`config.mk`:
```
export PLATFORM = sky130hd
export DESIGN_NAME = lms_stream_sched
export DESIGN_NICKNAME = d
export VERILOG_FILES = /design/src/rtl/lms_stream_sched.sv
export SDC_FILE = /design/constraint.sdc
export NUM_CORES = 1
export LEC_CHECK = 0
export BUFFER_PORTS_ARGS = -buffer_cell sky130_fd_sc_hd__buf_2
export CORE_MARGIN = 8
export CORE_UTILIZATION = 35
export DETAILED_ROUTE_END_ITERATION = 10
export GPL_ROUTABILITY_DRIVEN = 0
export HOLD_SLACK_MARGIN = 0.08
export PLACE_DENSITY = 0.71
export SETUP_SLACK_MARGIN = 0.4
export SLEW_MARGIN = 20
export SYNTH_ARGS = -nofsm -noshare
export SYNTH_HDL_FRONTEND = slang
export SYNTH_SLANG_ARGS = --single-unit
```
`constraint.sdc`:
```
create_clock -name audio_clk -period 2.35 [get_ports audio_clk]
set_input_delay 0.235 -clock audio_clk [delete_from_list [all_inputs] [get_ports audio_clk]]
set_output_delay 0.235 -clock audio_clk [all_outputs]
set_load 0.02 [all_outputs]
```
`src/rtl/lms_stream_sched.sv`:
```
// -----------------------------------------------------------------------------
// lms_stream_sched
//
// Paces the LMS echo canceller off two read-side FIFOs (microphone audio and
// UDP reference). After enable it waits for both FIFOs to fill to a prefill
// level, then pops one sample pair per sample_tick. A tick that finds either
// FIFO empty is an underrun: nothing is popped and the scheduler stalls until
// both FIFOs recover to a resume level.
//
// Optional feature (macro LMS_STEP_SCHED_EN):
//   defined   - step_size is STEP_COARSE during convergence and switches to
//               STEP_FINE once CONV_SAMPLES samples have been consumed.
//   undefined - step_size is the constant STEP_FINE.
//
// Ports
//   audio_clk     in   clock, rising edge
//   rst_n         in   asynchronous active-low reset
//   ctrl_en       in   run request; low forces IDLE
//   sample_tick   in   one-cycle pulse per audio sample period
//   audio_empty   in   mic FIFO empty flag
//   audio_level   in   mic FIFO water level [LVL_W]
//   udp_empty     in   reference FIFO empty flag
//   udp_level     in   reference FIFO water level [LVL_W]
//   rd_en         out  shared pop strobe to both FIFOs
//   lms_en        out  LMS enable, aligned with FIFO read data
//   step_size     out  LMS step size [16]
//   state         out  IDLE=0, PREFILL=1, RUN=2, STALL=3
//   sample_cnt    out  samples popped since last enable (saturating) [24]
//   underrun      out  one-cycle underrun pulse
//   underrun_cnt  out  underrun events since reset (saturating) [16]
// -----------------------------------------------------------------------------
module lms_stream_sched #(
    parameter int          LVL_W        = 11,
    parameter int          PREFILL_LVL  = 256,
    parameter int          RESUME_LVL   = 32,
    parameter int          CONV_SAMPLES = 4096,
    parameter logic [15:0] STEP_COARSE  = 16'h001e,
    parameter logic [15:0] STEP_FINE    = 16'h000f
) (
    input  logic             audio_clk,
    input  logic             rst_n,
    input  logic             ctrl_en,
    input  logic             sample_tick,
    input  logic             audio_empty,
    input  logic [LVL_W-1:0] audio_level,
    input  logic             udp_empty,
    input  logic [LVL_W-1:0] udp_level,
    output logic             rd_en,
    output logic             lms_en,
    output logic [15:0]      step_size,
    output logic [1:0]       state,
    output logic [23:0]      sample_cnt,
    output logic             underrun,
    output logic [15:0]      underrun_cnt
);

    typedef enum logic [1:0] {
        IDLE    = 2'd0,
        PREFILL = 2'd1,
        RUN     = 2'd2,
        STALL   = 2'd3
    } state_t;

    localparam logic [LVL_W-1:0] PREFILL_THR = LVL_W'(PREFILL_LVL);
    localparam logic [LVL_W-1:0] RESUME_THR  = LVL_W'(RESUME_LVL);
    localparam logic [23:0]      CNT_MAX     = 24'hffffff;
    localparam logic [15:0]      UCNT_MAX    = 16'hffff;

    state_t state_q;
    logic   prefill_ok;
    logic   resume_ok;
    logic   fifos_ready;

    assign state       = state_q;
    assign prefill_ok  = (audio_level >= PREFILL_THR) && (udp_level >= PREFILL_THR);
    assign resume_ok   = (audio_level >= RESUME_THR)  && (udp_level >= RESUME_THR);
    assign fifos_ready = !audio_empty && !udp_empty;

    // NOTE: every register here uses non-blocking assignment so all state
    // updates see the pre-edge values; later assignments in the block
    // deliberately override earlier ones (e.g. the sample_cnt clear).
    always_ff @(posedge audio_clk or negedge rst_n) begin
        if (!rst_n) begin
            state_q      <= IDLE;
            rd_en        <= 1'b0;
            lms_en       <= 1'b0;
            sample_cnt   <= '0;
            underrun     <= 1'b0;
            underrun_cnt <= '0;
        end else begin
            // Pulses default low; the FIFO has one cycle of read latency, so
            // lms_en is simply rd_en delayed. A pop already registered when
            // ctrl_en falls still flows through to lms_en and the count.
            rd_en    <= 1'b0;
            underrun <= 1'b0;
            lms_en   <= rd_en;

            if (rd_en && (sample_cnt != CNT_MAX)) begin
                sample_cnt <= sample_cnt + 24'd1;
            end

            if (!ctrl_en) begin
                state_q <= IDLE;
            end else begin
                case (state_q)
                    IDLE: begin
                        state_q    <= PREFILL;
                        sample_cnt <= '0;
                    end
                    PREFILL: begin
                        if (prefill_ok) state_q <= RUN;
                    end
                    RUN: begin
                        if (sample_tick) begin
                            if (fifos_ready) begin
                                rd_en <= 1'b1;
                            end else begin
                                underrun <= 1'b1;
                                if (underrun_cnt != UCNT_MAX) begin
                                    underrun_cnt <= underrun_cnt + 16'd1;
                                end
                                state_q <= STALL;
                            end
                        end
                    end
                    STALL: begin
                        // Ticks arriving here are dropped on purpose.
                        if (resume_ok) state_q <= RUN;
                    end
                    default: state_q <= IDLE;
                endcase
            end
        end
    end

`ifdef LMS_STEP_SCHED_EN
    localparam logic [23:0] CONV_THR = 24'(CONV_SAMPLES);

    // Registered from the count, so the switch lands one cycle after the
    // threshold is reached and reverts one cycle after the count clears.
    always_ff @(posedge audio_clk or negedge rst_n) begin
        if (!rst_n) begin
            step_size <= STEP_COARSE;
        end else begin
            step_size <= (sample_cnt >= CONV_THR) ? STEP_FINE : STEP_COARSE;
        end
    end
`else
    logic unused_step_cfg;

    assign step_size       = STEP_FINE;
    assign unused_step_cfg = ^{STEP_COARSE, 24'(CONV_SAMPLES)};
`endif

endmodule

```
==> results.cfg <==
[status]
run_status = complete, no violations

[route]
post_drt_wl_per_cell_um = 14.4
finalWirelength_mm = 6.32
detailed_route_drc_error_count = 0
ant_nets = 0
detail_route.vias_per_cell = 5.03
drt_iter0_markers = 53
drtPass1Iterations = 4
vias = 2206

[worst_hold_path]
timing.hold.worst.class = in2reg
holdPathEnd = state[1]
min_from = ctrl_en
timing.hold.worst_path_depth = 2

[sta]
timing.max_slew.rel_slack_pct = 63.2
report.final.setup_viol = 0
clock_skew_ns = 0.00963
max_freq_mhz = 514
fin_tns_setup_ns = 0
final_min_period_over_clock_period_pct = 82.8
final-hold-violation-count = 0
final.min_clock_period_ns = 1.95
grt_setup_unrepaired = yes
timing.final.max_slew_violations = 0
worst-slew-pin-transition_ns = 0.550
worst_hold_margin_ns = 0.213

[logic_synthesis]
combined_area_of_all_synthesized_cells_um2 = 2510
yosysTopAreaCell = dfrtp_1
synth-warning-count = 0
synth_top_cells_by_area = dfrtp_1 (45%), buf_4 (5.4%), xnor2_1 (4.9%)
yosys_most_used_dff = dfrtp_1
yosysTopAreaCellShare_pct = 44.9
post_synthesis_cell_count = 255
synth_edf_count = 0
number_of_synthesized_register_bits = 45
synth_area_per_cell_um2 = 9.83
postSynth.asyncResetShare_pct = 100
synth_sequential_area_ratio_pct = 44.9
yosysUniqueCellTypes = 56

[global_routing]
groute.usage.overall_pct = 12.0
grt_pass1_vias = 2144
global_route_wire_length_before_repair_mm = 9.94
number_of_antenna_violations_at_the_first_check_in_global_routing = 0
grt_total_ovfl = 0
grt_start_max_net_pins = 46

[power_and_ir_drop]
total_leakage_power_nw = 1.56
ir_worst_vdd_uv = 321
powerDensity_nw_per_um2 = 469

[worst_setup_path]
worst-setup-path-type = reg2reg
regToRegEndpoint = sample_cnt[0]
worst-endpoint-arrival_ns = 2.14
critPathLaunch = sample_cnt[8]
cp_slowest_cell = or4_4
startpoint_type = flop
worst-path-max-fanout = 8
timing.critical_path.required_ns = 2.54
cp_slowest_stage_delay_ns = 0.59
path_buf_inv = 1
ff2ff_setup_slack_ns = 0.40
worstSetupEndpointType = flop
timing.critical_path.cells = nand4_4, or4_4, buf_4, o21ai_4, xor2_1, nor2_1
r2r-start = sample_cnt[8]
r2r_cells = 6
timing.critical_path.max_delay_family = simple AND/OR/NAND/NOR gates

[cells_and_area]
fill_count = 703
final_nets = 369
final_layout_size_suffix_gt1_share_pct = 39.7
utilization_pct = 45.2
antennaDiodeCount = 0
areaGrowthSynthToFinish_pct = 28.0

[clock_network]
clk_transition_reported_paths_ns = 0.09
cts.htree.levels = 2
cts.root.buffer_cell = clkbuf_8
numCtsBuffers = 5
worst_skew_pair.late_latency_ns = 0.30
clock-sinks = 45
tritoncts = yes
longest_clk_path_bufs = 2

[floorplanning]
floorplan.io_pins = 89
core_um2 = 7100
dieArea_um2 = 10100
floorplan.die.width_um = 101
std_cell_rows = 31
die_height_um = 101
start_util_pct = 35.3

[place]
numPortBuffers = 62
dpl.hpwl_mm = 4.51

[job]
max-cap-violations = 0
-- worst register-to-register path: stages (launching register included) --
cell and delay [ns]:
dfrtp_2 0.43, nand4_4 0.18, or4_4 0.59, buf_4 0.16, o21ai_4 0.23, xor2_1 0.20
nor2_1 0.05
-- power breakdown --
group	leakage [nW]	switching [mW]	internal (mW)	total, mW
sequential	0.607	0.0346	0.799	0.834
clock	0.0439	0.265	0.205	0.470
combinational	0.914	0.134	0.0664	0.200
total	1.56	0.433	1.07	1.50
-- placed cells by master (no fill, tap or decap), drive strengths merged, types with 3 or more instances in the layout --
cell    instances
inv             4
o21ai           9
conb           16
a21oi           9
or2             4
a31oi           3
clkbuf          5
nor3            9
o211ai          4
and4            5
dfrtp          45
xnor2          14
nor2           16
or4             4
and3            6
buf            85
or3             3
nand4          13
o21a            3
nand2          29
nand3          13
nor4            6
-- through the flow --
step           setup WS (ns)  std cells  instance area [um^2]  power [mW]
2_1_floorplan          0.404        269                  2560       0.984
4_1_cts                0.363        422                  3010        1.53
5_1_grt                0.317        439                  3210        1.58
3_5_place_dp           0.352        412                  2880        1.05
3_3_place_gp           0.386        412                  2880        1.04
6_report               0.404        439                  3210        1.50
-- how the worst max path moves through the flow --
stage	endpoint	slack, ns	cells past startpoint
3_5_place_dp	sample_cnt[18]	0.35	6
2_1_floorplan	sample_cnt[11]	0.40	6
3_3_place_gp	sample_cnt[18]	0.39	6
4_1_cts	sample_cnt[15]	0.36	5
5_1_grt	sample_cnt[21]	0.32	5
6_report	sample_cnt[0]	0.40	6
-- sequential cells by signal (all words and copies together) (netlist names) --
signal,count
lms_en,1
rd_en,1
sample_cnt,24
state,2
underrun,1
underrun_cnt,16
-- cell families (layout without fill, tap and decap cells) --
kind of cell    Yosys count  in the layout  share of synthesized area, %
xor+xnor                 16             16                          5.59
buf+inv                  27             98                          7.44
compound gates           43             43                          12.9
other cells               2             16                         0.300
mux                       4              4                          1.70
flops                    45             45                          44.9
simple gates            116            116                          26.1
fa+ha+maj                 2              2                         0.998
-- Yosys cell counts (all sizes together), types with 2 or more instances --
library cell / n
a21oi: 9
a31o: 2
a31oi: 3
a41o: 2
and2: 2
and3: 6
and4: 5
buf: 20
clkbuf: 2
conb: 2
dfrtp: 45
ha: 2
inv: 4
mux2: 2
mux2i: 2
nand2: 29
nand2b: 2
nand3: 13
nand4: 13
nor2: 16
nor3: 9
nor4: 6
o211ai: 4
o21a: 3
o21ai: 9
o41ai: 2
or2: 4
or3: 3
or4: 4
xnor2: 14
xor2: 2
-- routing by layer --
metal / wire length, um / vias up / track usage (%)
met1: 2580 / 1061 / 13.6
met4: 124 / 0 / 4.53
met5: 0 / - / 0
met3: 391 / 12 / 4.14
li1: - / 1073 / -
met2: 3220 / 60 / 20.1
-- cell type report --
cell class	instances	area [um^2]	area share, %
sequential	45	1140	35.5
clock inverter	3	17.5	0.546
multi-input combinational	197	1340	41.8
clock buffer	5	68.8	2.14
inverter	4	15.0	0.468
timing repair buffer	86	505	15.7
tap	99	124	3.86
-- timing repair --
action,CTS,global route
pin swaps,1,12
hold buffers,1,0
setup endpoints to repair,12,20
endpoints found under the hold margin,45,0
resized for setup,8,20
buffers inserted,1,17
No activity file was read; power rests on OpenSTA's default activity.
